==> config.mk <==
export PLATFORM = sky130hd
export DESIGN_NAME = rv32_mem_arbiter_flat
export DESIGN_NICKNAME = d
export VERILOG_FILES = /design/src/rtl/rv32_mem_arbiter_if.sv /design/src/rtl/rv32_mem_arbiter.sv /design/src/flat_wrapper.sv
export SDC_FILE = /design/constraint.sdc
export NUM_CORES = 1
export LEC_CHECK = 0
export BUFFER_PORTS_ARGS = -buffer_cell sky130_fd_sc_hd__buf_4
export CORE_UTILIZATION = 47
export DETAILED_ROUTE_END_ITERATION = 8
export PLACE_DENSITY = 0.81
export SLEW_MARGIN = 25
export SYNTH_ARGS = -nofsm -noshare
export SYNTH_HDL_FRONTEND = slang
export SYNTH_SLANG_ARGS = --single-unit
==> constraint.sdc <==
create_clock -name clk -period 1.7 [get_ports clk]
set_input_delay 0.255 -clock clk [delete_from_list [all_inputs] [get_ports clk]]
set_output_delay 0.255 -clock clk [all_outputs]
set_load 0.005 [all_outputs]
==> src/rtl/rv32_mem_arbiter_if.sv <==
// Bus bundle for the fetch port, the load/store port and the shared memory.
// The slave modport is the arbiter's view; master is the surrounding system
// (requesters plus memory).
interface rv32_mem_arbiter_if #(
    parameter int ADDR_W = 32,
    parameter int DATA_W = 32
);
    logic              if_req_valid;
    logic [ADDR_W-1:0] if_req_addr;
    logic              if_req_ready;
    logic              if_rsp_valid;
    logic [DATA_W-1:0] if_rsp_data;

    logic              d_req_valid;
    logic              d_req_we;
    logic [3:0]        d_req_be;
    logic [ADDR_W-1:0] d_req_addr;
    logic [DATA_W-1:0] d_req_wdata;
    logic              d_req_ready;
    logic              d_rsp_valid;
    logic [DATA_W-1:0] d_rsp_data;

    logic              mem_en;
    logic [3:0]        mem_we;
    logic [ADDR_W-1:0] mem_addr;
    logic [DATA_W-1:0] mem_wdata;
    logic [DATA_W-1:0] mem_rdata;

    modport slave (
        input  if_req_valid, if_req_addr,
        output if_req_ready, if_rsp_valid, if_rsp_data,
        input  d_req_valid, d_req_we, d_req_be, d_req_addr, d_req_wdata,
        output d_req_ready, d_rsp_valid, d_rsp_data,
        output mem_en, mem_we, mem_addr, mem_wdata,
        input  mem_rdata
    );

    modport master (
        output if_req_valid, if_req_addr,
        input  if_req_ready, if_rsp_valid, if_rsp_data,
        output d_req_valid, d_req_we, d_req_be, d_req_addr, d_req_wdata,
        input  d_req_ready, d_rsp_valid, d_rsp_data,
        input  mem_en, mem_we, mem_addr, mem_wdata,
        output mem_rdata
    );
endinterface

==> src/rtl/rv32_mem_arbiter.sv <==
// Two-requester arbiter in front of a single-port synchronous memory.
// Data port has priority; a starvation counter forces a fetch grant after
// STARVE_MAX consecutive losses. One transaction in flight at a time.
module rv32_mem_arbiter #(
    parameter int ADDR_W     = 32,
    parameter int DATA_W     = 32,
    parameter int MEM_LAT    = 1,
    parameter int STARVE_MAX = 4
) (
    input logic               clk,
    input logic               reset,
    rv32_mem_arbiter_if.slave bus
);
    typedef enum logic [1:0] {IDLE, ISSUE, WAIT, RESP} state_t;

    localparam logic [3:0] STARVE_LIM = 4'(STARVE_MAX);
    localparam logic [1:0] LAT_INIT   = 2'(MEM_LAT - 1);

    state_t            state_reg, state_next;
    logic              owner_d_reg;      // 1 = load/store port, 0 = fetch
    logic [ADDR_W-1:0] addr_reg;
    logic              we_reg;
    logic [3:0]        be_reg;
    logic [DATA_W-1:0] wdata_reg;
    logic [3:0]        starve_reg;
    logic [1:0]        lat_reg;
    logic              if_rsp_valid_reg, d_rsp_valid_reg;
    logic [DATA_W-1:0] if_rsp_data_reg, d_rsp_data_reg;

    logic              grant_d, grant_f;
    logic              issue;
    logic [3:0]        mem_we_vec;

    // Arbitration: data wins unless fetch has lost STARVE_MAX times in a row.
    assign grant_d = bus.d_req_valid && !(bus.if_req_valid && starve_reg == STARVE_LIM);
    assign grant_f = bus.if_req_valid && !grant_d;

    // Next-state logic and combinational handshake outputs.
    always_comb begin
        state_next       = state_reg;
        bus.if_req_ready = 1'b0;
        bus.d_req_ready  = 1'b0;
        issue            = 1'b0;
        case (state_reg)
            IDLE: begin
                bus.if_req_ready = grant_f;
                bus.d_req_ready  = grant_d;
                if (grant_f || grant_d) state_next = ISSUE;
            end
            ISSUE: begin
                issue      = 1'b1;
                state_next = (MEM_LAT == 1) ? RESP : WAIT;
            end
            WAIT: begin
                if (lat_reg <= 2'd1) state_next = RESP;
            end
            RESP: state_next = IDLE;
            default: state_next = IDLE;
        endcase
    end

    // Byte write strobes are only live during the single issue cycle of a store.
    genvar gi;
    generate
        for (gi = 0; gi < 4; gi++) begin : g_we
            assign mem_we_vec[gi] = issue && we_reg && be_reg[gi];
        end
    endgenerate

    assign bus.mem_en       = issue;
    assign bus.mem_we       = mem_we_vec;
    assign bus.mem_addr     = issue ? addr_reg  : '0;
    assign bus.mem_wdata    = issue ? wdata_reg : '0;
    assign bus.if_rsp_valid = if_rsp_valid_reg;
    assign bus.if_rsp_data  = if_rsp_data_reg;
    assign bus.d_rsp_valid  = d_rsp_valid_reg;
    assign bus.d_rsp_data   = d_rsp_data_reg;

    // State register, request capture, latency count, starvation and responses.
    always_ff @(posedge clk) begin
        if (reset) begin
            state_reg        <= IDLE;
            owner_d_reg      <= 1'b0;
            addr_reg         <= '0;
            we_reg           <= 1'b0;
            be_reg           <= '0;
            wdata_reg        <= '0;
            starve_reg       <= '0;
            lat_reg          <= '0;
            if_rsp_valid_reg <= 1'b0;
            d_rsp_valid_reg  <= 1'b0;
            if_rsp_data_reg  <= '0;
            d_rsp_data_reg   <= '0;
        end else begin
            state_reg        <= state_next;
            if_rsp_valid_reg <= 1'b0;
            d_rsp_valid_reg  <= 1'b0;
            case (state_reg)
                IDLE: begin
                    if (grant_d) begin
                        owner_d_reg <= 1'b1;
                        addr_reg    <= {bus.d_req_addr[ADDR_W-1:2], 2'b00};
                        we_reg      <= bus.d_req_we;
                        be_reg      <= bus.d_req_be;
                        wdata_reg   <= bus.d_req_wdata;
                        if (bus.if_req_valid && starve_reg < STARVE_LIM)
                            starve_reg <= starve_reg + 4'd1;
                    end else if (grant_f) begin
                        owner_d_reg <= 1'b0;
                        addr_reg    <= {bus.if_req_addr[ADDR_W-1:2], 2'b00};
                        we_reg      <= 1'b0;
                        be_reg      <= '0;
                        wdata_reg   <= '0;
                        starve_reg  <= '0;
                    end
                end
                ISSUE: lat_reg <= LAT_INIT;
                WAIT:  lat_reg <= lat_reg - 2'd1;
                RESP: begin
                    if (owner_d_reg) begin
                        d_rsp_valid_reg <= 1'b1;
                        d_rsp_data_reg  <= we_reg ? '0 : bus.mem_rdata;
                    end else begin
                        if_rsp_valid_reg <= 1'b1;
                        if_rsp_data_reg  <= bus.mem_rdata;
                    end
                end
                default: ;
            endcase
        end
    end
endmodule

==> src/flat_wrapper.sv <==
// flat-port wrapper written by rule: the top's interface ports become plain ports
module rv32_mem_arbiter_flat 
#(
    parameter int ADDR_W     = 32,
    parameter int DATA_W     = 32,
    parameter int MEM_LAT    = 1,
    parameter int STARVE_MAX = 4
)
  (clk, reset, bus_if_req_valid, bus_if_req_addr, bus_if_req_ready, bus_if_rsp_valid, bus_if_rsp_data, bus_d_req_valid, bus_d_req_we, bus_d_req_be, bus_d_req_addr, bus_d_req_wdata, bus_d_req_ready, bus_d_rsp_valid, bus_d_rsp_data, bus_mem_en, bus_mem_we, bus_mem_addr, bus_mem_wdata, bus_mem_rdata);
  rv32_mem_arbiter_if #(.ADDR_W(ADDR_W), .DATA_W(DATA_W)) bus_i ();
  input logic clk;
  input logic reset;
  input wire logic [$bits(bus_i.if_req_valid)-1:0] bus_if_req_valid;
  input wire logic [$bits(bus_i.if_req_addr)-1:0] bus_if_req_addr;
  output wire logic [$bits(bus_i.if_req_ready)-1:0] bus_if_req_ready;
  output wire logic [$bits(bus_i.if_rsp_valid)-1:0] bus_if_rsp_valid;
  output wire logic [$bits(bus_i.if_rsp_data)-1:0] bus_if_rsp_data;
  input wire logic [$bits(bus_i.d_req_valid)-1:0] bus_d_req_valid;
  input wire logic [$bits(bus_i.d_req_we)-1:0] bus_d_req_we;
  input wire logic [$bits(bus_i.d_req_be)-1:0] bus_d_req_be;
  input wire logic [$bits(bus_i.d_req_addr)-1:0] bus_d_req_addr;
  input wire logic [$bits(bus_i.d_req_wdata)-1:0] bus_d_req_wdata;
  output wire logic [$bits(bus_i.d_req_ready)-1:0] bus_d_req_ready;
  output wire logic [$bits(bus_i.d_rsp_valid)-1:0] bus_d_rsp_valid;
  output wire logic [$bits(bus_i.d_rsp_data)-1:0] bus_d_rsp_data;
  output wire logic [$bits(bus_i.mem_en)-1:0] bus_mem_en;
  output wire logic [$bits(bus_i.mem_we)-1:0] bus_mem_we;
  output wire logic [$bits(bus_i.mem_addr)-1:0] bus_mem_addr;
  output wire logic [$bits(bus_i.mem_wdata)-1:0] bus_mem_wdata;
  input wire logic [$bits(bus_i.mem_rdata)-1:0] bus_mem_rdata;
  assign bus_i.if_req_valid = bus_if_req_valid;
  assign bus_i.if_req_addr = bus_if_req_addr;
  assign bus_if_req_ready = bus_i.if_req_ready;
  assign bus_if_rsp_valid = bus_i.if_rsp_valid;
  assign bus_if_rsp_data = bus_i.if_rsp_data;
  assign bus_i.d_req_valid = bus_d_req_valid;
  assign bus_i.d_req_we = bus_d_req_we;
  assign bus_i.d_req_be = bus_d_req_be;
  assign bus_i.d_req_addr = bus_d_req_addr;
  assign bus_i.d_req_wdata = bus_d_req_wdata;
  assign bus_d_req_ready = bus_i.d_req_ready;
  assign bus_d_rsp_valid = bus_i.d_rsp_valid;
  assign bus_d_rsp_data = bus_i.d_rsp_data;
  assign bus_mem_en = bus_i.mem_en;
  assign bus_mem_we = bus_i.mem_we;
  assign bus_mem_addr = bus_i.mem_addr;
  assign bus_mem_wdata = bus_i.mem_wdata;
  assign bus_i.mem_rdata = bus_mem_rdata;
  rv32_mem_arbiter #(.ADDR_W(ADDR_W), .DATA_W(DATA_W), .MEM_LAT(MEM_LAT), .STARVE_MAX(STARVE_MAX)) u_core (.clk(clk), .reset(reset), .bus(bus_i));
endmodule
==> results of run 1 <==
## stage by stage
| stage | power (mW) | hold WS (ns) | setup TNS [ns] | instances |
|---|---|---|---|---|
| global route | 9.692 | 0.04051 | -5.919 | 1091 |
| CTS | 9.311 | 0.03523 | -3.201 | 1088 |
| finish | 9.337 | 0.05160 | -1.909 | 1091 |
| detailed placement | 5.473 | 0.4443 | 0 | 1049 |
| floorplan | 4.674 | 0.3807 | 0 | 656 |
| global placement | 5.409 | 0.4398 | 0 | 1049 |
## synth_stat cells, types with 2 or more instances
master	n	share of area
buf_2	21	0.018
clkbuf_1	26	0.017
nand2_1	109	0.070
nor2_1	65	0.042
a211oi_2	20	0.043
nand3_1	11	0.0094
inv_1	6	0.0038
a21oi_2	20	0.030
and3_1	4	0.0043
a21oi_1	55	0.047
nor2b_1	2	0.0021
dfxtp_1	142	0.48
buf_4	6	0.0077
ha_1	7	0.015
buf_6	7	0.013
nor3_1	3	0.0026
a22o_1	33	0.049
and2_1	63	0.067
a22oi_1	27	0.035
a211oi_1	11	0.014
mux2_2	2	0.0038
nand2b_1	2	0.0021
## what timing repair did
action                                  in CTS  in global routing
pin swaps                                    9                  5
cloned                                       3                  0
hold endpoints to repair                     0                  0
hold buffers                                 0                  0
gates resized for setup                     35                 20
endpoints found under the setup margin      69                 68
setup buffers                                4                  3
## logic make-up after synthesis
kind of cell | after synthesis | share of synthesized area
flip-flops | 142 | 0.4850
multiplexers | 3 | 0.005549
buffers and inverters | 66 | 0.05955
adder cells (fa/ha/maj) | 7 | 0.01494
AND/OR/NAND/NOR | 265 | 0.2105
other | 1 | 0.0006397
AO/OA/AOI/OAI | 171 | 0.2239
## power by group through the flow
stage | registers, mW | clock network (mW) | logic [mW]
detailed placement | 3.76 | 0 | 1.71
CTS | 3.70 | 3.72 | 1.90
global route | 3.73 | 3.86 | 2.10
floorplan | 3.73 | 0 | 0.941
global placement | 3.74 | 0 | 1.67
finish | 3.70 | 3.68 | 1.95
## cells in the final DEF, fill, tap and decap left out, types with 11 or more instances in the layout
cell type and n:
nor2_1 65, a22oi_1 27, dfxtp_1 138, and2_1 46, buf_6 18, and2_4 17
a21oi_1 54, buf_12 15, clkbuf_16 17, nand2_1 108, a22o_1 33, a211oi_1 11
a211oi_2 20, nand3_1 11, a21oi_2 21, buf_4 259
## final cells by class
type                    instances  area (sq um)  share of cell area
inverters                       6         22.52            0.002502
repair buffers                295          2530              0.2811
flip-flops and latches        142          2848              0.3164
clock inverters                11         131.4             0.01460
clock buffers                  21         460.4             0.05116
multi-input cells             448          2798              0.3109
well taps                     168         210.2             0.02336
## worst paths after layout
path                                                             start                                      to  cells after the start
worst max register to register        u_core.state_reg[1]$_SDFFE_PP0P_       u_core.wdata_reg[10]$_SDFFE_PP0P_                      8
worst min-delay path                                  bus_mem_rdata[9]   u_core.bus.d_rsp_data[9]$_SDFFE_PP0P_                      2
worst max-delay path                  u_core.state_reg[1]$_SDFFE_PP0P_                       bus_mem_wdata[31]                      5
worst min register to register  u_core.bus.if_rsp_data[0]$_SDFFE_PP0P_  u_core.bus.if_rsp_data[0]$_SDFFE_PP0P_                      2
## metal layers
metal,part of all wire,GRT usage,vias to the layer above,wire (um)
met1,0.39,0.3033,2729,7052
li1,-,-,2731,-
met2,0.50,0.4805,238,9197
met4,0.032,0.1333,0,580
met3,0.077,0.08927,47,1407
met5,0,0,-,0
==> impl_metrics.yaml, run 1 <==
route:
  via_per_inst: 5.266
  vias: 5745
  drt_wl_total_um: 18240
  drc: 0
  wl_per_cell_um: 16.72
  drt_iter0_drc: 368
  first_pass_iters: 4
  drtAntennaViolNets: 0
floorplanning:
  core_area_sq_um: 12060
  fp-row-count: 40
  start_util: 0.4860
  die_w_um: 113.7
  die_area_sq_um: 12920
  fp.dieH_um: 113.7
  ios: 274
yosys:
  ys_seq_elements: 142
  synth_cells: 655
  ys_seq_area_frac: 0.4850
  synthArstFlopShare: 0
  synth_edf_count: 0
  syn-cell-area_sq_um: 5862
  syn_avg_cell_area_sq_um: 8.949
  yosysWarningCount: 0
  ys_types: 35
  synthFlopType: "dfxtp_1"
clock_tree:
  cts.sinks: 142
  cts_buffers: 17
  h-tree-depth: 4
  cts_tree: "done"
  clk-insertion-delay-late_ns: 0.42
  clk_pin_slew_worst_paths_ns: 0.06
  root_buffer: "clkbuf_16"
  clockBufferDepth: 2
grt:
  track_usage: 0.2759
  grt_pass1_vias: 5609
  antenna_found_initial: 0
  grt_max_degree: 63
  grt_overflow: 0
  grt_pass1_wl_um: 27820
hold_path:
  hold_path_class: "input pin to flop"
power_and_ir_drop:
  combPwrFrac: 0.209
  cellPowerDensity_nw_per_um2: 1037
  p_seq_frac: 0.397
  p_int_mw: 6.831
  peakVddDrop_uv: 749.3
  p_switching_mw: 2.506
  pwr-share-clk: 0.394
  p_leak_nw: 3.982
  netSwitchingFraction: 0.2684
timing:
  hold_violations: 0
  skew_ns: 0.008022
  post-route-period-util: 1.042
  rsz0062_at_grt: "true"
  period_minus_slack_ns: 1.771
  fmax_mhz: 564.7
  fin_ws_ns: -0.07088
  setup_viol: 55
  maxSlewViolCount: 0
cells_and_area:
  drive_gt1_frac: 0.4388
  fillers: 805
  diodes: 0
  num-nets-final: 1054
  final_core_util: 0.7462
  fin_area_sq_um: 9000
  syn_to_final_growth_pct: 53.53
worst_setup_path:
  r2r_setup_slack_ns: 0.10
  crit_path_start_kind: "flop"
  critical-path-top-delay-family: "buffers and inverters"
  worstPathBufferInverterCount: 3
  path_class: "flop to primary output"
  worstPathMaxFanout: 17
  arrival_ns: 1.52
  max_stage_delay_ns: 0.32
  endpoint_kind: "primary output"
  path_cells: "inv_2 -> ha_4 -> buf_16 -> and2_1 -> buf_4"
  crit_required_ns: 1.44
  slowest_stage: "dfxtp_2"
place:
  dp.final_hpwl_um: 12240
  port_buffers: 267
  place_congestion: 0.7751
  post-place-ws_ns: 0.06339
  placed_area_sq_um: 8100
status:
  outcome: "complete, but fails checks"
  violations: "setup timing"
run:
  maxCapViolCount: 0
Note: power is estimated with default switching activity, not from simulation.
==> run 2, diff against run 1 <==
BUFFER_PORTS_ARGS = -buffer_cell sky130_fd_sc_hd__clkbuf_2   (was -buffer_cell sky130_fd_sc_hd__buf_4)
==> run 2 against run 1 <==
Effect of this change: the flow still finishes with violations (setup timing); critical path depth is 1 higher; power rose by 2.4%; first-iteration DRC count decreased by 12%; register-to-register slack got worse by 0.04 ns; final area shrank 6.5%; cell count up 0.46%; clock-buffer cell count is 1 lower.
==> impl_metrics.yaml, run 2 (synthesized netlist as in run 1, its figures left out) <==
status:
  outcome: "complete, but fails checks"
  violations: "setup timing"
floorplanning:
  fp-row-count: 40
  die_w_um: 113.7
  fp.dieH_um: 113.7
  ios: 274
  start_util: 0.4860
  core_area_sq_um: 12060
  die_area_sq_um: 12920
worst_setup_path:
  arrival_ns: 1.53
  worstPathMaxFanout: 8
  crit_required_ns: 1.44
  path_class: "flop to primary output"
  endpoint_kind: "primary output"
  regToRegEndpoint: "u_core.wdata_reg[31]$_SDFFE_PP0P_"
  r2r_cells: 9
  r2r_setup_slack_ns: 0.06
  crit_path_start_kind: "flop"
  r2r-start: "u_core.state_reg[1]$_SDFFE_PP0P_"
clock_tree:
  cts_buffers: 17
  cts_tree: "done"
  clk_pin_slew_worst_paths_ns: 0.06
  h-tree-depth: 4
  cts_hold_buf: 0
  clockBufferDepth: 2
  cts.sinks: 142
  clk-insertion-delay-late_ns: 0.42
  root_buffer: "clkbuf_16"
hold_path:
  hold_depth: 2
  worstHoldEndpoint: "u_core.bus.d_rsp_data[30]$_SDFFE_PP0P_"
  hold_path_class: "input pin to flop"
  hp-start: "bus_mem_rdata[30]"
run:
  maxCapViolCount: 0
route:
  via_per_inst: 5.169
  drt_wl_total_um: 16590
  first_pass_iters: 4
  dr.max_layer_used: "met4"
  drt_iter0_drc: 323
  drc: 0
  drtAntennaViolNets: 0
  wl_per_cell_um: 15.13
  wl_met1_um: 6546
  vias: 5665
  wl_met3_um: 1324
  routed-wl-met2_um: 8292
cells_and_area:
  final_cell_mix: "clkbuf_2, dfxtp_1, nand2_1, nor2_1, a21oi_1"
  drive_gt1_frac: 0.4418
  fin_area_sq_um: 8416
  diodes: 0
  syn_to_final_growth_pct: 43.56
  layout_commonest_cell: "clkbuf_2"
  num-nets-final: 1059
timing:
  relSlewSlack: 0.6542
  skew_ns: 0.006699
  setup_viol: 41
  rsz0062_at_grt: "true"
  tightestPinTransition_ns: 0.5186
  post-route-period-util: 1.049
  hold_slack_ns: 0.06555
  hold_violations: 0
  period_minus_slack_ns: 1.783
  fin_ws_ns: -0.08279
  maxSlewViolCount: 0
  fmax_mhz: 560.9
power_and_ir_drop:
  p_leak_nw: 3.841
  peakVddDrop_uv: 812.2
  p_total_mw: 9.562
  cellPowerDensity_nw_per_um2: 1136
place:
  post-place-ws_ns: 0.1011
  place_congestion: 0.8082
  port_buffers: 267
  placed_area_sq_um: 7397
  dp.final_hpwl_um: 10850
grt:
  track_usage: 0.2515
  grt_pass1_vias: 5373
  grt_pass1_wl_um: 25530
  antenna_found_initial: 0
  grt_overflow: 0
  grt_max_degree: 45
run 2: changes by cell type in the layout (fill, tap and decap cells not counted), sizes merged:
cell and delta:
clkinv -1, inv +1, buf -253, clkinvlp -2
clkbuf +257, bufinv +3
run 2: metal layers:
metal	GRT usage	vias to the layer above
li1	-	2757
met1	0.2867	2627
met2	0.4366	245
met3	0.06801	36
met4	0.1193	0
met5	0	-
run 2: area by class of cell:
type / instances / area [sq um]
clock buffer: 20 / 446.7
multi-input combinational: 448 / 2804
tap: 168 / 210.2
timing repair buffer: 300 / 1868
inverter: 6 / 27.53
sequential: 142 / 2853
fill: 911 / 3646
clock inverter: 12 / 206.4
run 2: what timing repair did:
item                       CTS  global route
setup buffers                8             3
setup endpoints to repair   69            70
gates resized for setup     22            33
cloned                       2             1
pin swaps                    5            10
run 2: critical path, cell delays in order (launching register included):
cell,delay [ns]
dfxtp_4,0.35
inv_4,0.04
ha_4,0.17
buf_12,0.14
clkbuf_16,0.16
and2_4,0.15
clkbuf_2,0.10
run 2: through the flow:
stage / util / instances / setup TNS [ns]
floorplan: - / 656 / 0
global route: 0.6977 / 1096 / -5.912
detailed placement: 0.6133 / 1050 / 0
CTS: 0.6829 / 1092 / -3.706
finish: 0.6977 / 1096 / -2.297
global placement: 0.6133 / 1050 / 0
run 2: how the worst max path moves through the flow:
stage | from | endpoint | slack (ns) | depth (start not counted)
detailed placement | u_core.state_reg[0]$_SDFFE_PP0P_ | u_core.wdata_reg[8]$_SDFFE_PP0P_ | 0.10 | 6
global route | u_core.state_reg[1]$_SDFFE_PP0P_ | bus_mem_addr[9] | -0.13 | 6
global placement | u_core.starve_reg[0]$_SDFFE_PP0P_ | u_core.addr_reg[31]$_SDFFE_PP0P_ | 0.15 | 7
floorplan | u_core.state_reg[0]$_SDFFE_PP0P_ | u_core.wdata_reg[10]$_SDFFE_PP0P_ | 0.20 | 8
finish | u_core.state_reg[1]$_SDFFE_PP0P_ | bus_mem_wdata[18] | -0.08 | 6
CTS | u_core.state_reg[1]$_SDFFE_PP0P_ | bus_mem_wdata[19] | -0.1 | 6
run 2: power breakdown:
group	internal, mW	leakage (nW)	switching, mW
sequential	3.57	1.16	0.123
clock	2.66	0.316	1.42
combinational	0.860	2.37	0.927
total	7.09	3.84	2.47
==> run 3, diff against run 2 <==
REMOVE_ABC_BUFFERS = 1   (was default)
==> run 3 against run 2 <==
Effect of this change: the run still ends with setup timing left; routed wire length grew 3.9%; worst hold slack got worse by 0.0092 ns; sequential share of layout area is 0.55 points higher; critical path depth shrank 1; clock-buffer cell count grew 2; global-route usage is 1.1 points higher; cell count down 0.27%; sequential power is essentially flat; die area did not move; critical endpoint is now bus_mem_we[3].
==> impl_metrics.yaml, run 3 (synthesized netlist as in run 1, its figures left out) <==
power_and_ir_drop:
  peakVddDrop_uv: 806.7
  cellPowerDensity_nw_per_um2: 1130
  p_leak_nw: 3.791
cells_and_area:
  fillers: 988
  layout_commonest_cell: "clkbuf_2"
  diodes: 0
  syn_to_final_growth_pct: 41.13
  num-nets-final: 1057
  drive_gt1_frac: 0.4270
  final_cell_mix: "clkbuf_2, dfxtp_1, nand2_1, nor2_1, and2_1"
clock_tree:
  root_buffer: "clkbuf_16"
  clk_pin_slew_worst_paths_ns: 0.06
  cts.sinks: 142
  cts_buffers: 17
  clk-insertion-delay-late_ns: 0.42
  cts_hold_buf: 0
  h-tree-depth: 4
  clockBufferDepth: 2
  cts_tree: "done"
route:
  vias: 5712
  drt_wl_total_um: 17240
  drt_iter0_drc: 355
  drc: 0
  via_per_inst: 5.226
  first_pass_iters: 5
  drtAntennaViolNets: 0
  wl_per_cell_um: 15.77
timing:
  maxSlewViolCount: 0
  fin_ws_ns: -0.06936
  period_minus_slack_ns: 1.769
  setup_viol: 66
  skew_ns: 0.003960
  fmax_mhz: 565.2
  finalSetupTns_ns: -1.977
  rsz0062_at_grt: "true"
  post-route-period-util: 1.041
  hold_violations: 0
floorplanning:
  fp-row-count: 40
  die_area_sq_um: 12920
  die_w_um: 113.7
  core_area_sq_um: 12060
  start_util: 0.4860
  ios: 274
  fp.dieH_um: 113.7
worst_setup_path:
  crit_required_ns: 1.44
  arrival_ns: 1.51
  worstPathMaxFanout: 19
  crit_path_start_kind: "flop"
  endpoint_kind: "primary output"
  path_class: "flop to primary output"
hold_path:
  hold_path_class: "input pin to flop"
place:
  post-place-ws_ns: 0.01031
  port_buffers: 267
  place_congestion: 0.8279
  dp.final_hpwl_um: 11390
status:
  violations: "setup timing"
  outcome: "complete, but fails checks"
grt:
  grt_max_degree: 56
  grt_pass1_wl_um: 26340
  track_usage: 0.2626
  antenna_found_initial: 0
  grt_pass1_vias: 5318
  grt_overflow: 0
run:
  maxCapViolCount: 0
[run 3: cell count changes in the layout (fill, tap and decap cells not counted), sizes merged]
cell,delta
bufinv,-1
clkinv,-1
inv,-2
clkbuf,+5
clkinvlp,+1
buf,-5
[run 3: final timing paths]
check	startpoint	end	slack [ns]	depth (start not counted)
hold reg to reg	u_core.wdata_reg[25]$_SDFFE_PP0P_	u_core.wdata_reg[25]$_SDFFE_PP0P_	0.45	2
setup / recovery	u_core.state_reg[0]$_SDFFE_PP0P_	bus_mem_we[3]	-0.07	5
hold / removal	bus_mem_rdata[13]	u_core.bus.d_rsp_data[13]$_SDFFE_PP0P_	0.06	2
setup reg to reg	u_core.starve_reg[1]$_SDFFE_PP0P_	u_core.addr_reg[16]$_SDFFE_PP0P_	0.08	8
[run 3: metal layers]
metal | vias to the layer above | wire [um] | GRT usage
li1 | 2745 | - | -
met2 | 246 | 8626 | 0.4402
met1 | 2668 | 6834 | 0.3015
met3 | 53 | 1123 | 0.06961
met4 | 0 | 655 | 0.1544
met5 | - | 0 | 0
[run 3: critical path, cell delays in order, from the launching register on]
cell and delay, ns:
dfxtp_2 0.33, buf_6 0.10, ha_4 0.20, buf_12 0.16, and3_1 0.17, clkbuf_2 0.12
[run 3: where the power goes]
group	leakage, nW	total (mW)	internal, mW	switching, mW
Clock	0.303	3.95	2.57	1.38
Sequential	1.16	3.69	3.57	0.122
Combinational	2.33	1.70	0.787	0.918
[run 3: per-stage QoR]
stage / instance area (sq um) / hold slack [ns] / util / std cells / power, mW
after global routing: 8273 / 0.05257 / 0.6859 / 1093 / 9.686
after CTS: 8194 / 0.04276 / 0.6794 / 1091 / 9.346
after detailed placement: 7397 / 0.4439 / 0.6133 / 1051 / 5.285
final: 8273 / 0.05630 / 0.6859 / 1093 / 9.347
after floorplan: 5539 / 0.3196 / - / 596 / 4.536
after global placement: 7397 / 0.4388 / 0.6133 / 1051 / 5.248
[run 3: repair_timing]
| item | in CTS | in global routing |
|---|---|---|
| setup endpoints to repair | 70 | 76 |
| cloned | 1 | 1 |
| setup buffers | 8 | 1 |
| pin swaps | 4 | 3 |
| resized for setup | 25 | 14 |
[run 3: area by class of cell]
class                   count  area, sq um  area share
multi-input cells         448         2756      0.3332
inverters                   6        25.02    0.003025
repair buffers            298         1799      0.2175
flip-flops and latches    142         2850      0.3445
clock buffers              22        474.2     0.05732
clock inverters             9        157.7     0.01906
well taps                 168        210.2     0.02541
